$ cat config.mk
export PLATFORM = sky130hd
export DESIGN_NAME = nq_sram_bridge_flat
export DESIGN_NICKNAME = d
export VERILOG_FILES = /design/src/rtl/nq_sram_bridge_pkg.sv /design/src/rtl/nq_sram_bridge_if.sv /design/src/rtl/nq_sram_bridge.sv /design/src/flat_wrapper.sv
export SDC_FILE = /design/constraint.sdc
export NUM_CORES = 1
export LEC_CHECK = 0
export CORE_MARGIN = 2
export CORE_UTILIZATION = 45
export DETAILED_ROUTE_END_ITERATION = 6
export PLACE_DENSITY = 0.82
export SLEW_MARGIN = 15
export SYNTH_ARGS = -nofsm -noshare
export SYNTH_HDL_FRONTEND = slang
export SYNTH_SLANG_ARGS = --single-unit
$ cat constraint.sdc
create_clock -name clk -period 7.3 [get_ports clk]
set_clock_uncertainty 0.05 [all_clocks]
set_input_delay 1.46 -clock clk [delete_from_list [all_inputs] [get_ports clk]]
set_output_delay 1.46 -clock clk [all_outputs]
set_load 0.02 [all_outputs]
$ cat src/rtl/nq_sram_bridge_pkg.sv
`default_nettype none
// ============================================================================
// Module      : nq_bus_pkg
// Description : Shared types and constants for the nqcpu memory-side bridge.
//               Holds the bridge FSM state encoding, the wait-state counter
//               width and a helper that turns a wait-state count into the
//               counter load value.
// Revision    : 1.0 - initial release
// ============================================================================
package nq_bus_pkg;

    // Bridge FSM states, explicit 2-bit encoding.
    typedef enum logic [1:0] {
        IDLE   = 2'd0,
        ACCESS = 2'd1,
        DONE   = 2'd2
    } bridge_state_t;

    // Wait-state counter width; covers wait counts 1..15.
    localparam int WAIT_CNT_W = 4;

    // The counter is loaded with WAIT-1 and the access finishes in the
    // cycle where it reads zero, so the strobe is active for WAIT cycles.
    function automatic logic [WAIT_CNT_W-1:0] wait_load(input int wait_cycles);
        return WAIT_CNT_W'(wait_cycles - 1);
    endfunction

endpackage : nq_bus_pkg
`default_nettype wire

$ cat src/rtl/nq_sram_bridge_if.sv
`default_nettype none
// ============================================================================
// Module      : nq_sram_bridge_if
// Description : CPU-side bus between nqcpu and the SRAM bridge.
//               master : the CPU (drives address, level-held re/we, wdata)
//               slave  : the bridge (returns rdata, rdata_oe, needWait)
//   cpu_addr_i   [23:0] byte address, bit 0 ignored
//   cpu_re_i            read request, held until needWait_o low
//   cpu_we_i            write request, held until needWait_o low
//   cpu_wdata_i  [15:0] write data
//   cpu_rdata_o  [15:0] read data
//   cpu_rdata_oe        tristate enable for read data onto the CPU bus
//   needWait_o          stall to the CPU
// Revision    : 1.0 - initial release
// ============================================================================
interface nq_sram_bridge_if;

    logic [23:0] cpu_addr_i;
    logic        cpu_re_i;
    logic        cpu_we_i;
    logic [15:0] cpu_wdata_i;
    logic [15:0] cpu_rdata_o;
    logic        cpu_rdata_oe;
    logic        needWait_o;

    modport master (
        output cpu_addr_i,
        output cpu_re_i,
        output cpu_we_i,
        output cpu_wdata_i,
        input  cpu_rdata_o,
        input  cpu_rdata_oe,
        input  needWait_o
    );

    modport slave (
        input  cpu_addr_i,
        input  cpu_re_i,
        input  cpu_we_i,
        input  cpu_wdata_i,
        output cpu_rdata_o,
        output cpu_rdata_oe,
        output needWait_o
    );

endinterface : nq_sram_bridge_if
`default_nettype wire

$ cat src/rtl/nq_sram_bridge.sv
`default_nettype none
// ============================================================================
// Module      : nq_sram_bridge
// Description : Converts the CPU's level-held re/we requests into timed
//               asynchronous-SRAM cycles with programmable wait states and
//               stalls the CPU via needWait_o until each access completes.
//   clk, rst          clock (rising edge), asynchronous active-high reset
//   cpu               CPU bus (slave modport of nq_sram_bridge_if)
//   sram_addr_o       word address (latched cpu_addr_i[23:1])
//   sram_ce_n/oe_n/we_n  active-low SRAM strobes (registered, glitch-free)
//   sram_dq_i/o, sram_dq_oe  SRAM data in / out / output drive enable
//   err_o             sticky protocol error (re&we together or request
//                     dropped mid-access), cleared only by rst
// Parameters  : READ_WAIT  read strobe cycles before capture (1..15)
//               WRITE_WAIT write-enable low cycles (1..15)
// Revision    : 1.0 - initial release
// ============================================================================
module nq_sram_bridge
    import nq_bus_pkg::*;
#(
    parameter int READ_WAIT  = 2,
    parameter int WRITE_WAIT = 1
) (
    input  wire logic        clk,
    input  wire logic        rst,
    nq_sram_bridge_if.slave  cpu,
    output logic [22:0]      sram_addr_o,
    output logic             sram_ce_n,
    output logic             sram_oe_n,
    output logic             sram_we_n,
    input  wire logic [15:0] sram_dq_i,
    output logic [15:0]      sram_dq_o,
    output logic             sram_dq_oe,
    output logic             err_o
);

    localparam logic [WAIT_CNT_W-1:0] c_rd_load = wait_load(READ_WAIT);
    localparam logic [WAIT_CNT_W-1:0] c_wr_load = wait_load(WRITE_WAIT);

    bridge_state_t           r_state;
    bridge_state_t           w_next_state;
    logic [WAIT_CNT_W-1:0]   r_cnt;
    logic                    r_op_wr;
    logic [22:0]             r_addr;
    logic [15:0]             r_wdata;
    logic [15:0]             r_rdata;
    logic                    r_rdata_oe;
    logic                    r_ce_n;
    logic                    r_oe_n;
    logic                    r_we_n;
    logic                    r_dq_oe;
    logic                    r_err;

    logic                    w_req;
    logic                    w_start;
    logic                    w_cnt_zero;
    logic                    w_abort;
    logic                    w_capture;
    logic                    w_next_wr;
    logic                    w_next_busy;
    logic                    w_unused_addr_lsb;

    assign w_req      = cpu.cpu_re_i | cpu.cpu_we_i;
    assign w_start    = (r_state == IDLE) & w_req;
    assign w_cnt_zero = (r_cnt == '0);
    assign w_abort    = (r_state == ACCESS) & ~w_req;
    assign w_capture  = (r_state == ACCESS) & w_req & w_cnt_zero & ~r_op_wr;

    // Operation of the state being entered: a new access takes its op from
    // the bus (write wins over read), otherwise the latched op persists.
    assign w_next_wr   = w_start ? cpu.cpu_we_i : r_op_wr;
    assign w_next_busy = (w_next_state == ACCESS) | (w_next_state == DONE);

    // Word access only; the byte-select bit is deliberately dropped.
    assign w_unused_addr_lsb = cpu.cpu_addr_i[0];

    // ------------------------------------------------------------------
    // FSM: state register
    // ------------------------------------------------------------------
    always_ff @(posedge clk or posedge rst) begin
        if (rst) begin
            r_state <= IDLE;
        end else begin
            r_state <= w_next_state;
        end
    end

    // ------------------------------------------------------------------
    // FSM: next-state logic
    // ------------------------------------------------------------------
    always_comb begin
        w_next_state = r_state;
        case (r_state)
            IDLE: begin
                if (w_req) begin
                    w_next_state = ACCESS;
                end
            end
            ACCESS: begin
                if (!w_req) begin
                    w_next_state = IDLE;
                end else if (w_cnt_zero) begin
                    w_next_state = DONE;
                end
            end
            DONE: begin
                // One-cycle acknowledge; a request seen afterwards is new.
                w_next_state = IDLE;
            end
            default: begin
                w_next_state = IDLE;
            end
        endcase
    end

    // ------------------------------------------------------------------
    // Datapath, wait counter and registered SRAM strobes
    // ------------------------------------------------------------------
    always_ff @(posedge clk or posedge rst) begin
        if (rst) begin
            r_cnt      <= '0;
            r_op_wr    <= 1'b0;
            r_addr     <= '0;
            r_wdata    <= '0;
            r_rdata    <= '0;
            r_rdata_oe <= 1'b0;
            r_ce_n     <= 1'b1;
            r_oe_n     <= 1'b1;
            r_we_n     <= 1'b1;
            r_dq_oe    <= 1'b0;
            r_err      <= 1'b0;
        end else begin
            if (w_start) begin
                r_op_wr <= cpu.cpu_we_i;
                r_addr  <= cpu.cpu_addr_i[23:1];
                r_wdata <= cpu.cpu_wdata_i;
                r_cnt   <= cpu.cpu_we_i ? c_wr_load : c_rd_load;
            end else if ((r_state == ACCESS) && !w_cnt_zero) begin
                r_cnt <= r_cnt - 1'b1;
            end

            if (w_capture) begin
                r_rdata <= sram_dq_i;
            end

            if ((w_start && cpu.cpu_re_i && cpu.cpu_we_i) || w_abort) begin
                r_err <= 1'b1;
            end

            // Strobes are decoded from the next state so they change exactly
            // on the edge that enters/leaves ACCESS and DONE. In DONE the
            // chip stays selected while oe_n/we_n rise, and write data stays
            // driven to give the SRAM its data-hold time.
            r_ce_n     <= ~w_next_busy;
            r_oe_n     <= ~((w_next_state == ACCESS) & ~w_next_wr);
            r_we_n     <= ~((w_next_state == ACCESS) &  w_next_wr);
            r_dq_oe    <= w_next_busy & w_next_wr;
            r_rdata_oe <= (w_next_state == DONE) & ~w_next_wr;
        end
    end

    // Stall is combinational so the CPU is held in the very cycle it raises
    // a request; reset holds the CPU regardless of the request lines.
    assign cpu.needWait_o   = rst | (w_req & (r_state != DONE));
    assign cpu.cpu_rdata_o  = r_rdata;
    assign cpu.cpu_rdata_oe = r_rdata_oe;

    assign sram_addr_o = r_addr;
    assign sram_ce_n   = r_ce_n;
    assign sram_oe_n   = r_oe_n;
    assign sram_we_n   = r_we_n;
    assign sram_dq_o   = r_wdata;
    assign sram_dq_oe  = r_dq_oe;
    assign err_o       = r_err;

endmodule : nq_sram_bridge
`default_nettype wire

$ cat src/flat_wrapper.sv
// flat-port wrapper written by rule: the top's interface ports become plain ports
module nq_sram_bridge_flat import nq_bus_pkg::*;
#(
    parameter int READ_WAIT  = 2,
    parameter int WRITE_WAIT = 1
)
  (clk, rst, sram_addr_o, sram_ce_n, sram_oe_n, sram_we_n, sram_dq_i, sram_dq_o, sram_dq_oe, err_o, cpu_cpu_addr_i, cpu_cpu_re_i, cpu_cpu_we_i, cpu_cpu_wdata_i, cpu_cpu_rdata_o, cpu_cpu_rdata_oe, cpu_needWait_o);
  nq_sram_bridge_if cpu_i ();
  input  wire logic clk;
  input  wire logic rst;
  output logic [22:0] sram_addr_o;
  output logic sram_ce_n;
  output logic sram_oe_n;
  output logic sram_we_n;
  input  wire logic [15:0] sram_dq_i;
  output logic [15:0] sram_dq_o;
  output logic sram_dq_oe;
  output logic err_o;
  input wire logic [$bits(cpu_i.cpu_addr_i)-1:0] cpu_cpu_addr_i;
  input wire logic [$bits(cpu_i.cpu_re_i)-1:0] cpu_cpu_re_i;
  input wire logic [$bits(cpu_i.cpu_we_i)-1:0] cpu_cpu_we_i;
  input wire logic [$bits(cpu_i.cpu_wdata_i)-1:0] cpu_cpu_wdata_i;
  output wire logic [$bits(cpu_i.cpu_rdata_o)-1:0] cpu_cpu_rdata_o;
  output wire logic [$bits(cpu_i.cpu_rdata_oe)-1:0] cpu_cpu_rdata_oe;
  output wire logic [$bits(cpu_i.needWait_o)-1:0] cpu_needWait_o;
  assign cpu_i.cpu_addr_i = cpu_cpu_addr_i;
  assign cpu_i.cpu_re_i = cpu_cpu_re_i;
  assign cpu_i.cpu_we_i = cpu_cpu_we_i;
  assign cpu_i.cpu_wdata_i = cpu_cpu_wdata_i;
  assign cpu_cpu_rdata_o = cpu_i.cpu_rdata_o;
  assign cpu_cpu_rdata_oe = cpu_i.cpu_rdata_oe;
  assign cpu_needWait_o = cpu_i.needWait_o;
  nq_sram_bridge #(.READ_WAIT(READ_WAIT), .WRITE_WAIT(WRITE_WAIT)) u_core (.clk(clk), .rst(rst), .cpu(cpu_i), .sram_addr_o(sram_addr_o), .sram_ce_n(sram_ce_n), .sram_oe_n(sram_oe_n), .sram_we_n(sram_we_n), .sram_dq_i(sram_dq_i), .sram_dq_o(sram_dq_o), .sram_dq_oe(sram_dq_oe), .err_o(err_o));
endmodule
=== After elaboration in Yosys (flattened, before gate mapping) ===
Index checks and enable logic that the tools add are counted.

* Flip-flop bits (word level): 68
* Output and inout port bits: 62

* Equality and inequality tests: 4
* $add $sub $neg: 1
* Bitwise operators: 19
* Mux-type cells: 8
* Reductions and logical operators: 8

{| class="wikitable"
|+ Operator list
! cell !! count
|-
| $and 1x1->1 || 10
|-
| $mux 4 || 2
|-
| $mux 2 || 3
|-
| $not 1->1 || 6
|-
| $eq 2x1->1 const B || 2
|-
| $logic_not 4->1 || 1
|-
| $pmux 2 s2 || 1
|-
| $sub 4x1->4 const B || 1
|-
| $logic_and 1x1->1 || 3
|-
| $or 1x1->1 || 3
|-
| $eq 2x2->1 const B || 1
|-
| $logic_not 2->1 || 1
|-
| $mux 1 || 2
|-
| $ne 2x2->1 const B || 1
|-
| $reduce_bool 2->1 || 1
|-
| $logic_not 1->1 || 1
|-
| $logic_or 1x1->1 || 1
|}

=== Depth between registers and ports, before layout ===
* Depth in word-level cells: 7
* Mapped depth: 7
* Gate-level depth less buffers: 7

=== Least setup slack after synthesis ===
No wires, ideal clock.

* Path kind: input port to output port
* From: in rst
* To: out cpu_needWait_o
* Arrival: 3.595 ns
* Path slack: 2.195 ns
* Stages on the path: 2
* Cell sequence: inv_1 -> o21ai_0

* Longest elaborated chain between the ends: 1

{| class="wikitable"
|+ RTL lines
! what !! line !! text
|-
| start: declaration || flat_wrapper.sv:10 || <nowiki>input wire logic rst;</nowiki>
|-
| $or 1x1->1 || nq_sram_bridge.sv:164 || <nowiki>assign cpu.needWait_o = rst | (w_req & (r_state != DONE));</nowiki>
|-
| end: declaration || flat_wrapper.sv:25 || <nowiki>output wire logic [$bits(cpu_i.needWait_o)-1:0] cpu_needWait_o;</nowiki>
|}

Every way passes these cells.

=== Worst setup path after layout ===
* From: in cpu_cpu_re_i
* To: out cpu_needWait_o

* Longest elaborated chain between the ends: 3

{| class="wikitable"
|+ RTL lines
! what !! line !! text
|-
| start: declaration || flat_wrapper.sv:20 || <nowiki>input wire logic [$bits(cpu_i.cpu_re_i)-1:0] cpu_cpu_re_i;</nowiki>
|-
| $or 1x1->1 || nq_sram_bridge.sv:63 || <nowiki>assign w_req = cpu.cpu_re_i | cpu.cpu_we_i;</nowiki>
|-
| $and 1x1->1 || nq_sram_bridge.sv:164 ||
|-
| $or 1x1->1 || nq_sram_bridge.sv:164 ||
|}

Every way passes these cells.

==> qor.yml <==
drt:
  wl_mm: 5.98
  vias: 1865
  wl_per_cell_um: 15.7
  drt_iter0_drc: 63
  drcViolationCount: 0
  vias_per_cell: 4.90
  ant_nets: 0
  first_pass_iters: 4
clocking:
  post-cts-setup-buffers: 0
  clock_latency_ns: 0.33
  h-tree-depth: 3
  numCtsBuffers: 9
  cts_max_path_buffers: 2
  cts_tree: "done"
  path_clk_slew_ns: 0.06
  root_buffer: "clkbuf_8"
  holdBufCountCts: 0
  cts-resized-gates: 0
  cts_sinks: 68
min_path:
  worstHoldEndpoint: "u_core.err_o"
  hold_start: "u_core.err_o"
  min_path_cells: 1
  hp-class: "flop to flop"
yosys:
  synthAdderAreaFrac_pct: 1.83
  synth_enable_flop_cells: 0
  synth_flop_cell: "dfrtp_1"
  synthMuxAreaShare_pct: 23.0
  syn_area_um2: 2740
  ys.warnings.count: 0
  synthDistinctLibCells: 31
  synthesis.nets: 243
  synth_compound_area_share_pct: 2.79
  synthSimpleGateAreaFrac_pct: 6.58
  synth_xor_area_share_pct: 0
  synth_seq_cells: 68
  avgSynthCellArea_um2: 15.3
  ys_async_sr_fraction_pct: 100
  synth.yosys.seq_area_share_pct: 62.3
  synthesis.instances: 179
  synth_top_family_by_area: "multiplexers"
grt:
  overflow: 0
  antenna_found_initial: 0
  grt_pass1_vias: 1711
  grt_pass1_wl_mm: 8.81
  track_usage_pct: 18.1
  grt_max_degree: 69
placed_design:
  placed_cells: 367
  dp_hpwl_mm: 4.40
  portBuffers: 120
  gp_congestion: 0.788
sta:
  rsz0062_at_grt: "false"
  hold_viol: 0
  fmax_mhz: 220
  max-slew-margin-rel_pct: 28.7
  finalCriticalPeriod_ns: 4.54
  worstMarginPinSlew_ns: 1.06
  drv_slew: 0
  post-route-period-util_pct: 62.1
  setup_viol: 0
  finalSetupTns_ns: 0
final_layout:
  final_cell_mix: "clkdlybuf4s50_1, dfrtp_1, mux2_2, mux2_1, clkbuf_8"
  finish.utilization_pct: 70.1
  area_growth_pct: 50.8
  fin_nets: 367
  fillers: 416
  seqCellArea_um2: 1710
  drive_gt1_share_pct: 22.2
  final_common_cell: "clkdlybuf4s50_1"
  multi_input_area_um2: 937
  antenna_cells: 0
  instances_no_fill: 381
setup_path:
  r2r_slack_ns: 4.89
  crit_slowest_cell: "clkdlybuf4s50_1"
  slowest_delay_ns: 0.57
  worstPathCellList: "clkdlybuf4s50_1, nor2_1, o21ai_0, clkdlybuf4s50_1"
  cp.arrival_ns: 3.03
  required_ns: 5.79
  ff2ff_path_depth: 5
  r2r_end: "u_core.cpu.cpu_rdata_o[10]"
  r2r-start: "u_core.r_cnt[0]"
  cp-start-kind: "primary input"
  critPathKind: "primary input to primary output"
  path_max_fanout: 6
  setup.worst_path.end_class: "primary output"
  cpMostUsedCell: "clkdlybuf4s50_1"
die:
  die_h_um: 82.0
  die_w_um: 82.0
  row_count: 28
  core-area_um2: 5890
  ios: 122
  start_util_pct: 46.5
  fp.dieArea_um2: 6720
run:
  max_cap_viol_count: 0
pwr:
  powerDensity_nw_per_um2: 454
  vdd_drop_max_mv: 0.246
  p_leak_nw: 1.74
run_status:
  outcome: "complete, no violations"
==> synthesized netlist by cell type (all sizes together), types with 2 or more instances <==
master / instances / area, µm²
or3b: 2 / 17.5
nor2b: 2 / 12.5
nand2b: 2 / 12.5
ha: 4 / 50.1
o21ai: 4 / 20.0
dfstp: 3 / 78.8
buf: 6 / 61.3
nor3: 3 / 15.0
mux2: 55 / 619
nand2: 2 / 7.51
dfrtp: 65 / 1630
clkbuf: 2 / 7.51
and2: 2 / 12.5
a21oi: 3 / 15.0
inv: 7 / 26.3
or3: 2 / 12.5
nor2: 3 / 11.3
==> worst max-delay path by stage <==
stage / start / endpoint / depth (start not counted)
finish: cpu_cpu_re_i / cpu_needWait_o / 4
global route: cpu_cpu_re_i / cpu_needWait_o / 4
CTS: cpu_cpu_re_i / cpu_needWait_o / 4
detailed placement: cpu_cpu_re_i / cpu_needWait_o / 4
global placement: cpu_cpu_re_i / cpu_needWait_o / 4
floorplan: rst / cpu_needWait_o / 2
==> metrics by stage <==
step | hold slack [ns] | power (mW) | worst slack (ns) | cell area (µm²)
6_report | 0.428 | 1.88 | 2.76 | 4130
2_1_floorplan | 0.457 | 1.22 | 2.19 | 2740
3_3_place_gp | 0.416 | 1.62 | 2.77 | 3970
3_5_place_dp | 0.418 | 1.65 | 2.76 | 3970
4_1_cts | 0.435 | 1.90 | 2.74 | 4130
5_1_grt | 0.441 | 1.99 | 2.64 | 4130
==> state kept, by name, summed over array words and instances (netlist names) <==
name,flops
u_core.sram_dq_o,16
u_core.r_op_wr,1
u_core.r_cnt,4
u_core.sram_addr_o,23
u_core.sram_we_n,1
u_core.sram_dq_oe,1
u_core.err_o,1
u_core.sram_oe_n,1
u_core.r_state,2
u_core.sram_ce_n,1
u_core.cpu.cpu_rdata_o,16
u_core.cpu.cpu_rdata_oe,1
==> critical path: cells and delay by family <==
kind | cells | cell delay (ns)
and+or+nand+nor | 1 | 0.38
buffers and inverters | 2 | 1.03
AOI/OAI and AO/OA | 1 | 0.16
==> cells by family (layout without fill, tap and decap cells) <==
| logic type | after synthesis | after routing |
|---|---|---|
| compound gates | 12 | 12 |
| fa+ha+maj | 4 | 4 |
| buf+inv | 15 | 142 |
| flops | 68 | 68 |
| mux | 56 | 56 |
| simple gates | 24 | 24 |
==> final cells by class <==
class / count / area share [%]
clock buffer: 11 / 3.43
inverter: 7 / 0.637
sequential: 68 / 41.3
tap: 75 / 2.27
clock inverter: 3 / 0.364
multi-input combinational: 96 / 22.7
timing repair buffer: 121 / 29.3
==> per-layer routing <==
| layer | global-route usage [%] | up-vias | part of all wire [%] |
|---|---|---|---|
| met2 | 28.4 | 74 | 47 |
| li1 | - | 870 | - |
| met5 | 0 | - | 0 |
| met3 | 6.59 | 7 | 8.7 |
| met1 | 23.4 | 914 | 43 |
| met4 | 6.00 | 0 | 1.4 |
==> power breakdown <==
| group | leakage [nW] | internal (mW) | switching, mW |
|---|---|---|---|
| clock network | 0.0848 | 0.127 | 0.125 |
| registers | 0.802 | 0.567 | 0.101 |
| logic | 0.850 | 0.515 | 0.440 |
| total | 1.74 | 1.21 | 0.666 |
Power figures use the tool's default switching activity.
